## config.mk

```make
export PLATFORM = sky130hd
export DESIGN_NAME = tx_sym_upsampler
export DESIGN_NICKNAME = d
export VERILOG_FILES = /design/src/rtl/tx_pkg.sv /design/src/rtl/sym_fifo.sv /design/src/rtl/tx_sym_upsampler.sv
export SDC_FILE = /design/constraint.sdc
export NUM_CORES = 1
export LEC_CHECK = 0
export BUFFER_PORTS_ARGS = -buffer_cell sky130_fd_sc_hd__buf_2
export CAP_MARGIN = 5
export CORE_MARGIN = 10
export CORE_UTILIZATION = 38
export CTS_CLUSTER_SIZE = 20
export DETAILED_ROUTE_END_ITERATION = 8
export PLACE_DENSITY = 0.56
export SLEW_MARGIN = 20
export SYNTH_ARGS = -nofsm -noshare
export SYNTH_HDL_FRONTEND = slang
export SYNTH_SLANG_ARGS = --single-unit
```

## constraint.sdc

```tcl
create_clock -name clk -period 4.7 [get_ports clk]
set_input_delay 0.47 -clock clk [delete_from_list [all_inputs] [get_ports clk]]
set_output_delay 0.47 -clock clk [all_outputs]
set_load 0.03 [all_outputs]
```

## src/rtl/tx_pkg.sv

```systemverilog
// Shared definitions for the TX symbol path: 4-ASK levels, Gray symbol map and PRBS-9 source.
// The level values are the same codes the matched filter's coefficient lookup decodes.
package tx_pkg;

  localparam int unsigned SPS_DEFAULT = 4;
  localparam int unsigned XW          = 18;
  localparam int unsigned SYM_W       = 2;

  // 1s17 levels: -131072, -43691, +43691, +131071
  localparam logic signed [XW-1:0] LVL_M3 = 18'sh20000;
  localparam logic signed [XW-1:0] LVL_M1 = 18'sh35555;
  localparam logic signed [XW-1:0] LVL_P1 = 18'sh0AAAB;
  localparam logic signed [XW-1:0] LVL_P3 = 18'sh1FFFF;

  typedef enum logic [SYM_W-1:0] {
    SymM3 = 2'b00,
    SymM1 = 2'b01,
    SymP3 = 2'b10,
    SymP1 = 2'b11
  } gray_sym_e;

  localparam int unsigned       PRBS_W            = 9;
  localparam int unsigned       PRBS_TAP_HI       = 8;
  localparam int unsigned       PRBS_TAP_LO       = 4;
  localparam logic [PRBS_W-1:0] PRBS_SEED_DEFAULT = 9'h1FF;

  function automatic logic signed [XW-1:0] gray_to_level(input logic [SYM_W-1:0] sym);
    logic signed [XW-1:0] level;
    unique case (gray_sym_e'(sym))
      SymM3:   level = LVL_M3;
      SymM1:   level = LVL_M1;
      SymP1:   level = LVL_P1;
      SymP3:   level = LVL_P3;
      default: level = '0;
    endcase
    return level;
  endfunction

  function automatic logic [PRBS_W-1:0] prbs9_step(input logic [PRBS_W-1:0] state);
    return {state[PRBS_W-2:0], state[PRBS_TAP_HI] ^ state[PRBS_TAP_LO]};
  endfunction

endpackage

```

## src/rtl/sym_fifo.sv

```systemverilog
// Small synchronous FIFO for buffered input symbols; head word is visible on rdata_o
// whenever empty_o is low (no write-to-read bypass).
module sym_fifo #(
  parameter int unsigned Depth = 2,
  parameter int unsigned Width = 2
) (
  input  logic             clk,
  input  logic             reset,
  input  logic             push_i,
  input  logic [Width-1:0] wdata_i,
  input  logic             pop_i,
  output logic [Width-1:0] rdata_o,
  output logic             full_o,
  output logic             empty_o
);

  localparam int unsigned     Aw      = (Depth > 1) ? $clog2(Depth) : 1;
  localparam logic [Aw:0]     FullCnt = (Aw + 1)'(Depth);

  logic [Width-1:0] mem_q [Depth];
  logic [Aw-1:0]    wptr_q, wptr_d;
  logic [Aw-1:0]    rptr_q, rptr_d;
  logic [Aw:0]      cnt_q, cnt_d;
  logic             do_push, do_pop;

  assign full_o  = (cnt_q == FullCnt);
  assign empty_o = (cnt_q == '0);
  assign do_push = push_i && !full_o;
  assign do_pop  = pop_i && !empty_o;
  assign rdata_o = mem_q[rptr_q];

  // Depth is a power of two, so the pointers wrap on their own.
  always_comb begin
    wptr_d = do_push ? wptr_q + 1'b1 : wptr_q;
    rptr_d = do_pop  ? rptr_q + 1'b1 : rptr_q;
    cnt_d  = cnt_q;
    unique case ({do_push, do_pop})
      2'b10:   cnt_d = cnt_q + 1'b1;
      2'b01:   cnt_d = cnt_q - 1'b1;
      default: cnt_d = cnt_q;
    endcase
  end

  always_ff @(posedge clk) begin
    if (reset) begin
      wptr_q <= '0;
      rptr_q <= '0;
      cnt_q  <= '0;
    end else begin
      wptr_q <= wptr_d;
      rptr_q <= rptr_d;
      cnt_q  <= cnt_d;
    end
  end

  always_ff @(posedge clk) begin
    if (do_push) begin
      mem_q[wptr_q] <= wdata_i;
    end
  end

endmodule

```

## src/rtl/tx_sym_upsampler.sv

```systemverilog
// 4-ASK symbol mapper and zero-stuffing upsampler feeding the TX matched filter.
// Symbols come from a valid/ready FIFO or an internal PRBS-9; one registered sample per clk.
module tx_sym_upsampler
  import tx_pkg::*;
#(
  parameter int unsigned       SPS        = SPS_DEFAULT,
  parameter int unsigned       FIFO_DEPTH = 2,
  parameter logic [PRBS_W-1:0] PRBS_SEED  = PRBS_SEED_DEFAULT
) (
  input  logic                 clk,
  input  logic                 reset,
  input  logic [SYM_W-1:0]     sym_in,
  input  logic                 sym_valid,
  output logic                 sym_ready,
  input  logic                 prbs_en,
  input  logic                 clr_underrun,
  output logic signed [XW-1:0] x_out,
  output logic                 sym_strobe,
  output logic                 underrun
);

  localparam int unsigned    PhW       = $clog2(SPS);
  localparam logic [PhW-1:0] LastPhase = PhW'(SPS - 1);

  logic [PhW-1:0]       phase_q, phase_d;
  logic                 slot;
  logic [PRBS_W-1:0]    lfsr_q, lfsr_d;
  logic signed [XW-1:0] x_q, x_d;
  logic                 strobe_q, strobe_d;
  logic                 underrun_q, underrun_d;
  logic                 underrun_set;

  logic                 fifo_push, fifo_pop;
  logic                 fifo_full, fifo_empty;
  logic [SYM_W-1:0]     fifo_rdata;

  sym_fifo #(
    .Depth (FIFO_DEPTH),
    .Width (SYM_W)
  ) u_sym_fifo (
    .clk     (clk),
    .reset   (reset),
    .push_i  (fifo_push),
    .wdata_i (sym_in),
    .pop_i   (fifo_pop),
    .rdata_o (fifo_rdata),
    .full_o  (fifo_full),
    .empty_o (fifo_empty)
  );

  assign slot      = (phase_q == '0);
  assign sym_ready = !fifo_full && !prbs_en && !reset;
  assign fifo_push = sym_valid && sym_ready;
  // The FIFO is frozen while the PRBS source owns the slot.
  assign fifo_pop  = slot && !prbs_en && !fifo_empty;

  always_comb begin
    phase_d = (phase_q == LastPhase) ? '0 : phase_q + 1'b1;
  end

  // prbs_en only matters on slot cycles, so a mode switch never splits a symbol period.
  always_comb begin
    x_d          = '0;
    strobe_d     = 1'b0;
    underrun_set = 1'b0;
    lfsr_d       = lfsr_q;
    if (slot) begin
      if (prbs_en) begin
        x_d      = gray_to_level(lfsr_q[SYM_W-1:0]);
        strobe_d = 1'b1;
        lfsr_d   = prbs9_step(prbs9_step(lfsr_q));
      end else if (!fifo_empty) begin
        x_d      = gray_to_level(fifo_rdata);
        strobe_d = 1'b1;
      end else begin
        underrun_set = 1'b1;
      end
    end
  end

  always_comb begin
    underrun_d = underrun_q;
    if (underrun_set) begin
      underrun_d = 1'b1;
    end else if (clr_underrun) begin
      underrun_d = 1'b0;
    end
  end

  always_ff @(posedge clk) begin
    if (reset) begin
      phase_q    <= '0;
      lfsr_q     <= PRBS_SEED;
      x_q        <= '0;
      strobe_q   <= 1'b0;
      underrun_q <= 1'b0;
    end else begin
      phase_q    <= phase_d;
      lfsr_q     <= lfsr_d;
      x_q        <= x_d;
      strobe_q   <= strobe_d;
      underrun_q <= underrun_d;
    end
  end

  assign x_out      = x_q;
  assign sym_strobe = strobe_q;
  assign underrun   = underrun_q;

endmodule

```

==> qor.txt, run 1 <==
STATUS
--------------------------------------------------------------------------------------------------------
Status                                                                                      finished clean

DETAILED ROUTING
--------------------------------------------------------------------------------------------------------
Vias per cell                                                                                      5.061
Final Routed Wirelength                                                                          2182 um
Routed wirelength normalized by instance count                                                  13.39 um
Starting DRC count in detailed routing                                                                46
Number of routed nets with antenna violations                                                          0
First-pass iteration count of the detailed router                                                      4
Count of unresolved DRC violations after routing                                                       0
Count of vias placed by the detailed router                                                          825

YOSYS
--------------------------------------------------------------------------------------------------------
Synth top area share                                                                              37.41%
Proportion of synthesized chip area in sequential cells                                           47.61%
Synth Area in Adders                                                                              6.376%
Portion of netlist area occupied by mux cells                                                     2.550%
Most used standard cells in the synthesized netlist                                         dfxtp_1, buf_4, nor2_1, a211o_1, a21oi_1
Number of library cell types mapped by synthesis                                                      23
Async SR Flop Fraction                                                                                0%
Synthesized-area fraction occupied by and/or/nand/nor cells                                       16.90%
Compound-gate portion of the synthesized area                                                     11.80%
Flop and latch count out of synthesis                                                                 26
Xor/xnor cell area share of the yosys netlist                                                     2.976%
EDFF count, synth                                                                                      4
Cell types occupying the most area after synthesis                                          dfxtp_1, edfxtp_1, buf_4
Biggest area consumer among synthesized cells                                                    dfxtp_1
Post-synthesis average cell area                                                             10.06 sq um
Top_reg_cell synth                                                                               dfxtp_1
Synthesized instance count                                                                           117
Largest family of logic cells by synthesized area                                           simple AND/OR/NAND/NOR gates
Yosys Warn Count                                                                                       0
Synth Cell Area                                                                               1177 sq um
Nets in the synthesized netlist                                                                      130
Most frequent cell after synthesis                                                               dfxtp_1

FLOORPLANNING
--------------------------------------------------------------------------------------------------------
Width of the die                                                                                75.66 um
Die Span Y                                                                                      75.66 um
Die ar.                                                                                       5724 sq um
Initial standard-cell utilization of the core                                                     39.21%
# rows                                                                                                20
Floorplan Core Area                                                                           3003 sq um
# IOs                                                                                                 28

CLOCK NETWORK
--------------------------------------------------------------------------------------------------------
Clock insertion delay at the later pin of the skew report                                        0.32 ns
Post-CTS setup buffers                                                                                 0
Resize count post-CTS                                                                                  0
TritonCTS clock tree                                                                                done
Maximum buffer depth of the clock tree                                                                 2
Number of hold-repair buffers added at the cts stage                                                   0
Post-CTS clock slew at the launch and capture registers of the worst setup and hold paths        0.15 ns
CTS sink cnt                                                                                          26
Root cell of the clock tree                                                                     clkbuf_4
Number of CTS-inserted buffers                                                                         3
H-tree levels                                                                                          1

GLOBAL ROUTING
--------------------------------------------------------------------------------------------------------
First-pass GRT wire length                                                                       3546 um
Remaining global-route overflow                                                                        0
Total GRT Usage                                                                                   7.982%
Largest net degree at the start of global routing                                                     21
Antenna violations before repair                                                                       0
Vias in the first global route                                                                       774

STA
--------------------------------------------------------------------------------------------------------
Setup Total Neg Slack                                                                               0 ns
Finish-stage setup viols                                                                               0
Headroom to the max-slew limit                                                                    72.79%
Worst clock skew on the final layout                                                         0.006741 ns
Upper clock frequency limit                                                                   0.5053 GHz
Final Max Slew Viols                                                                                   0
Final min period                                                                                1.979 ns
Transition time of the tightest slew-check pin                                                 0.4071 ns
Min Hold Slack                                                                                 0.3255 ns
Unrepaired setup endpoints after global routing                                                    false
Hold violation count in the final report                                                               0
Final critical-path share of the clock period                                                     42.10%
Final WS setup                                                                                  2.721 ns

CELLS AND AREA
--------------------------------------------------------------------------------------------------------
Share of post-route cells with drive strength above 1                                             26.92%
Area delta synth->final                                                                           9.245%
Design area                                                                                   1286 sq um
Nets                                                                                                 144
Diodes inserted                                                                                        0

WORST SETUP PATH
--------------------------------------------------------------------------------------------------------
Largest stage delay on the critical path                                                         0.51 ns
Count of buffer and inverter cells on the critical path                                                0
Top delay family on crit path                                                               simple AND/OR/NAND/NOR gates
Data arrival time of the worst path                                                              2.24 ns
Nature of the critical path startpoint                                                              flop
Category of the most critical setup path                                                      reg -> reg
Highest-delay cell along the critical path                                                        or4b_4
CP startpoint                                                                               u_sym_fifo.cnt_q[0]
Worst Path Max Fanout                                                                                  6
Critical path capture point type                                                                    flop
Chain of cells forming the critical path                                                    nor2b_2, or4b_4, ha_1, or3_1, a21oi_1
Launch point of the worst reg-to-reg path                                                   u_sym_fifo.cnt_q[0]
CP Data Required Time                                                                            4.96 ns

PLACEMENT
--------------------------------------------------------------------------------------------------------
Pre-CTS setup slack                                                                             2.512 ns
Port-buffer cells                                                                                     27
Last weighted congestion value of the routability-driven placer                                   0.7129
Area post-placement                                                                           1234 sq um
HPWL after DPL                                                                                   1636 um

JOB
--------------------------------------------------------------------------------------------------------
Number of max-cap violations                                                                           0

WORST HOLD PATH
--------------------------------------------------------------------------------------------------------
Hold Path Origin                                                                               sym_in[0]
Worst min-delay path category                                                                  in -> reg

POWER
--------------------------------------------------------------------------------------------------------
Logic gate share of total power                                                                    21.3%
Power Density                                                                               409.2 nW/um^2
Switching part of the total power                                                                 29.05%
Part of the power in registers                                                                     49.4%
Cell-internal power                                                                            0.3734 mW
Net switching component of the power                                                           0.1529 mW
Maximum VDD drop                                                                               0.3380 mV
Leakage power                                                                                  0.6049 nW
Clk network pwr share                                                                              29.3%

-- layout make-up --
class / instances / area [sq um]
timing repair buffer: 27 / 135.1
inverter: 5 / 18.77
sequential: 26 / 560.5
fill: 306 / 1717
clock buffer: 3 / 22.52
multi-input combinational: 68 / 478.0
tap: 33 / 41.29
clock inverter: 1 / 30.03
-- per-layer routing --
layer | part of all wire, % | GRT usage [%]
met2 | 42 | 12.84
met4 | 0.82 | 2.474
met3 | 11 | 3.385
met1 | 46 | 9.396
met5 | 0 | 0
-- logic make-up after synthesis --
family,count (synthesis)
AOI/OAI and AO/OA,20
xor gates and xnor gates,4
adders and majority gates,6
buffers and inverters,23
DFF,26
muxes,3
and+or+nand+nor,35
-- placed cells by master, fill, tap and decap left out --
master,n
xor2_1,1
buf_2,27
nor3_1,3
or4b_4,1
ha_1,6
o32a_1,1
dfxtp_1,22
bufinv_16,1
nor2_1,10
or3b_2,2
xnor2_1,3
mux2i_1,3
nor2b_2,1
nand2b_1,4
inv_1,5
and3_1,6
nand2_1,3
nor3b_1,1
a211o_1,9
o21ai_0,3
edfxtp_1,4
clkbuf_4,3
a21oi_1,7
or3_1,4
-- sequential cells by signal, summed over array words and instances, names as in the netlist, named ones only --
signal / flops
u_sym_fifo.mem_q: 4
x_out: 4
phase_q: 2
lfsr_q: 9
u_sym_fifo.rptr_q: 1
underrun: 1
u_sym_fifo.wptr_q: 1
sym_strobe: 1
u_sym_fifo.cnt_q: 2
-- per-stage QoR --
step / power, mW / std cells / util, %
final: 0.5263 / 163 / 42.83
after global routing: 0.5572 / 163 / 42.83
after CTS: 0.5333 / 163 / 42.83
after detailed placement: 0.3787 / 159 / 41.08
after global placement: 0.3750 / 159 / 41.08
after floorplan: 0.3602 / 117 / -
-- final timing paths --
kind                                          endpoint  slack [ns]  cells past startpoint
worst max-delay path               u_sym_fifo.cnt_q[1]        2.72                      5
worst min-delay path            u_sym_fifo.mem_q[1][0]        0.33                      1
worst max register to register     u_sym_fifo.cnt_q[1]        2.72                      5
worst min register to register              phase_q[0]        0.47                      1
-- power groups by stage --
| stage | Sequential (mW) | Clock (mW) | Combinational (mW) |
|---|---|---|---|
| 2_1_floorplan | 0.272 | 0 | 0.0878 |
| 3_3_place_gp | 0.265 | 0 | 0.110 |
| 3_5_place_dp | 0.266 | 0 | 0.113 |
| 4_1_cts | 0.261 | 0.159 | 0.114 |
| 5_1_grt | 0.264 | 0.168 | 0.125 |
| 6_report | 0.260 | 0.154 | 0.112 |
No activity file was read; power rests on OpenSTA's default activity.
==> run 2, diff against run 1 <==
==> constraint.sdc (replaced) <==
create_clock -name clk -period 2 [get_ports clk]
set_input_delay 0.2 -clock clk [delete_from_list [all_inputs] [get_ports clk]]
set_output_delay 0.2 -clock clk [all_outputs]
set_load 0.03 [all_outputs]
==> qor.txt, run 2 (same netlist as run 1, synthesis figures left out) <==
FLOORPLANNING
--------------------------------------------------------------------------------------------------------
Die Span Y                                                                                      75.66 um   unchanged
Die ar.                                                                                       5724 sq um   unchanged
Initial standard-cell utilization of the core                                                     39.21%   unchanged
# IOs                                                                                                 28   unchanged
Width of the die                                                                                75.66 um   unchanged
Floorplan Core Area                                                                           3003 sq um   unchanged
# rows                                                                                                20   unchanged

WORST HOLD PATH
--------------------------------------------------------------------------------------------------------
Hold Path Origin                                                                               sym_in[1]
Worst min-delay path category                                                                  in -> reg

CELLS AND AREA
--------------------------------------------------------------------------------------------------------
Share of post-route cells with drive strength above 1                                             29.85%   +2.9 points
Area delta synth->final                                                                           10.73%
Diodes inserted                                                                                        0   unchanged
Final standard cell utilization of the core                                                       43.42%   +0.58 points
Area occupied by multi-input gates                                                           490.5 sq um   +2.6%
Sequential cell area                                                                         561.8 sq um   +0.22%
Flip-flop count of the largest register after layout                                                   9   unchanged
Highest-count cells in the layout ignoring fill and taps                                    buf_2, dfxtp_1, nor2_1
Design area                                                                                   1304 sq um   +1.4%
Filler-free cell count of the finished design                                                        167   +2.5%
Nets                                                                                                 148   +2.8%
Most frequent standard cell in the layout excluding fill and tap cells                             buf_2
Filler cell count in the final layout                                                                296   -3.3%
Register bank with the most flops                                                                 lfsr_q

CLOCK NETWORK
--------------------------------------------------------------------------------------------------------
Maximum buffer depth of the clock tree                                                                 2   unchanged
Number of hold-repair buffers added at the cts stage                                                   0   unchanged
H-tree levels                                                                                          1   unchanged
CTS sink cnt                                                                                          26   unchanged
Root cell of the clock tree                                                                     clkbuf_4
TritonCTS clock tree                                                                                done
Number of CTS-inserted buffers                                                                         3   unchanged
Post-CTS clock slew at the launch and capture registers of the worst setup and hold paths        0.14 ns   about the same
Clock insertion delay at the later pin of the skew report                                        0.31 ns   about the same

DETAILED ROUTING
--------------------------------------------------------------------------------------------------------
Final Routed Wirelength                                                                          2068 um   -5.2%
WL met1                                                                                           980 um   -3.0%
Starting DRC count in detailed routing                                                                56   +22%
Count of vias placed by the detailed router                                                          815   -1.2%
Highest metal layer with signal wires                                                               met4
Met3 wire length                                                                                  191 um   -18%
Vias per cell                                                                                      4.880   -3.6%
Routed wirelength normalized by instance count                                                  12.38 um   -7.5%
First-pass iteration count of the detailed router                                                      4   unchanged
Number of routed nets with antenna violations                                                          0   unchanged
Count of unresolved DRC violations after routing                                                       0   unchanged
Met2 WL post-DR                                                                                   886 um   -3.6%

STA
--------------------------------------------------------------------------------------------------------
Upper clock frequency limit                                                                   0.5329 GHz   +5.4%
Finish-stage setup viols                                                                               0   unchanged
Setup Total Neg Slack                                                                               0 ns   unchanged
Headroom to the max-slew limit                                                                    73.00%   +0.21 points
Final min period                                                                                1.877 ns   -0.1022 ns
Unrepaired setup endpoints after global routing                                                    false
Hold violation count in the final report                                                               0   unchanged
Worst clock skew on the final layout                                                         0.007997 ns   +0.001257 ns
Final WS setup                                                                                 0.1234 ns   -2.598 ns
Final critical-path share of the clock period                                                     93.83%   +52 points
Min Hold Slack                                                                                0.06321 ns   -0.2623 ns
Transition time of the tightest slew-check pin                                                 0.4040 ns   -0.003182 ns
Final Max Slew Viols                                                                                   0   unchanged

WORST SETUP PATH
--------------------------------------------------------------------------------------------------------
Critical path capture point type                                                                    flop
CP Data Required Time                                                                            2.24 ns   -2.72 ns
Crit path to                                                                                u_sym_fifo.cnt_q[1]
Data arrival time of the worst path                                                              2.12 ns   -0.12 ns
Nature of the critical path startpoint                                                              flop
CP startpoint                                                                               u_sym_fifo.cnt_q[1]
Slack of the worst reg-to-reg path                                                               0.12 ns   -2.60 ns
Launch point of the worst reg-to-reg path                                                   u_sym_fifo.cnt_q[1]
Category of the most critical setup path                                                      reg -> reg
Worst Path Max Fanout                                                                                  6   unchanged
Number of cells on the worst reg-to-reg path                                                           6   +1
Endpoint of the lowest-slack register-to-register path                                      u_sym_fifo.cnt_q[1]

PLACEMENT
--------------------------------------------------------------------------------------------------------
Area post-placement                                                                           1264 sq um   +2.4%
HPWL after DPL                                                                                   1563 um   -4.4%
Placed cell count                                                                                    163   +2.5%
Port-buffer cells                                                                                     27   unchanged
Last weighted congestion value of the routability-driven placer                                   0.7258   +1.8%
Pre-CTS setup slack                                                                           0.05995 ns   -2.452 ns

POWER
--------------------------------------------------------------------------------------------------------
Overall power                                                                                   1.105 mW   +110%
Maximum VDD drop                                                                               0.4201 mV   +24%
Power Density                                                                               847.8 nW/um^2   +110%
Leakage power                                                                                  0.6129 nW   +1.3%

GLOBAL ROUTING
--------------------------------------------------------------------------------------------------------
First-pass GRT wire length                                                                       3408 um   -3.9%
Vias in the first global route                                                                       772   -0.26%
Remaining global-route overflow                                                                        0   unchanged
Antenna violations before repair                                                                       0   unchanged
Total GRT Usage                                                                                   7.492%   -0.49 points
Largest net degree at the start of global routing                                                     20   -4.8%

STATUS
--------------------------------------------------------------------------------------------------------
Status                                                                                      finished clean

JOB
--------------------------------------------------------------------------------------------------------
Number of max-cap violations                                                                           0   unchanged

[run 2: changes by cell type in the layout (fill, tap and decap cells not counted), sizes merged]
cell and change:
bufinv -1, clkinv +1, buf +4
[run 2: how the worst min path moves through the flow]
stage	cells past startpoint	to	slack, ns
3_3_place_gp	1	u_sym_fifo.mem_q[1][1]	0.39
4_1_cts	1	u_sym_fifo.mem_q[1][1]	0.05
5_1_grt	1	u_sym_fifo.mem_q[1][1]	0.04
3_5_place_dp	1	u_sym_fifo.mem_q[1][1]	0.39
2_1_floorplan	0	u_sym_fifo.mem_q[0][0]	0.30
6_report	1	u_sym_fifo.mem_q[1][1]	0.06
[run 2: power by group]
part,leakage (nW),internal (mW),switching [mW],total (mW)
Sequential,0.218,0.578,0.0296,0.608
Clock,0.0154,0.0729,0.148,0.221
Combinational,0.380,0.107,0.169,0.276
[run 2: per-layer routing]
| layer | GRT usage (%) | vias up |
|---|---|---|
| met4 | 1.237 | 0 |
| li1 | - | 425 |
| met3 | 2.865 | 2 |
| met5 | 0 | - |
| met2 | 12.18 | 21 |
| met1 | 9.299 | 367 |
[run 2: repair_timing]
action | in CTS | in global routing
buffers inserted | 0 | 0
resized for setup | 0 | 2
endpoints found under the setup margin | 0 | 1
[run 2: critical path, stage by stage (launching register included)]
cell and delay [ns]:
dfxtp_2 0.36, nor2b_2 0.16, or4b_4 0.52, ha_4 0.18, xnor2_1 0.12, or3_1 0.32, a21oi_1 0.15
[run 2: cell type report]
cell class,count,area share [%]
Tap cell,33,3.167
Multi-Input combinational cell,68,37.62
Clock inverter,1,0.2879
Timing Repair Buffer,31,12.67
Clock buffer,3,1.727
Inverter,5,1.440
Sequential cell,26,43.09
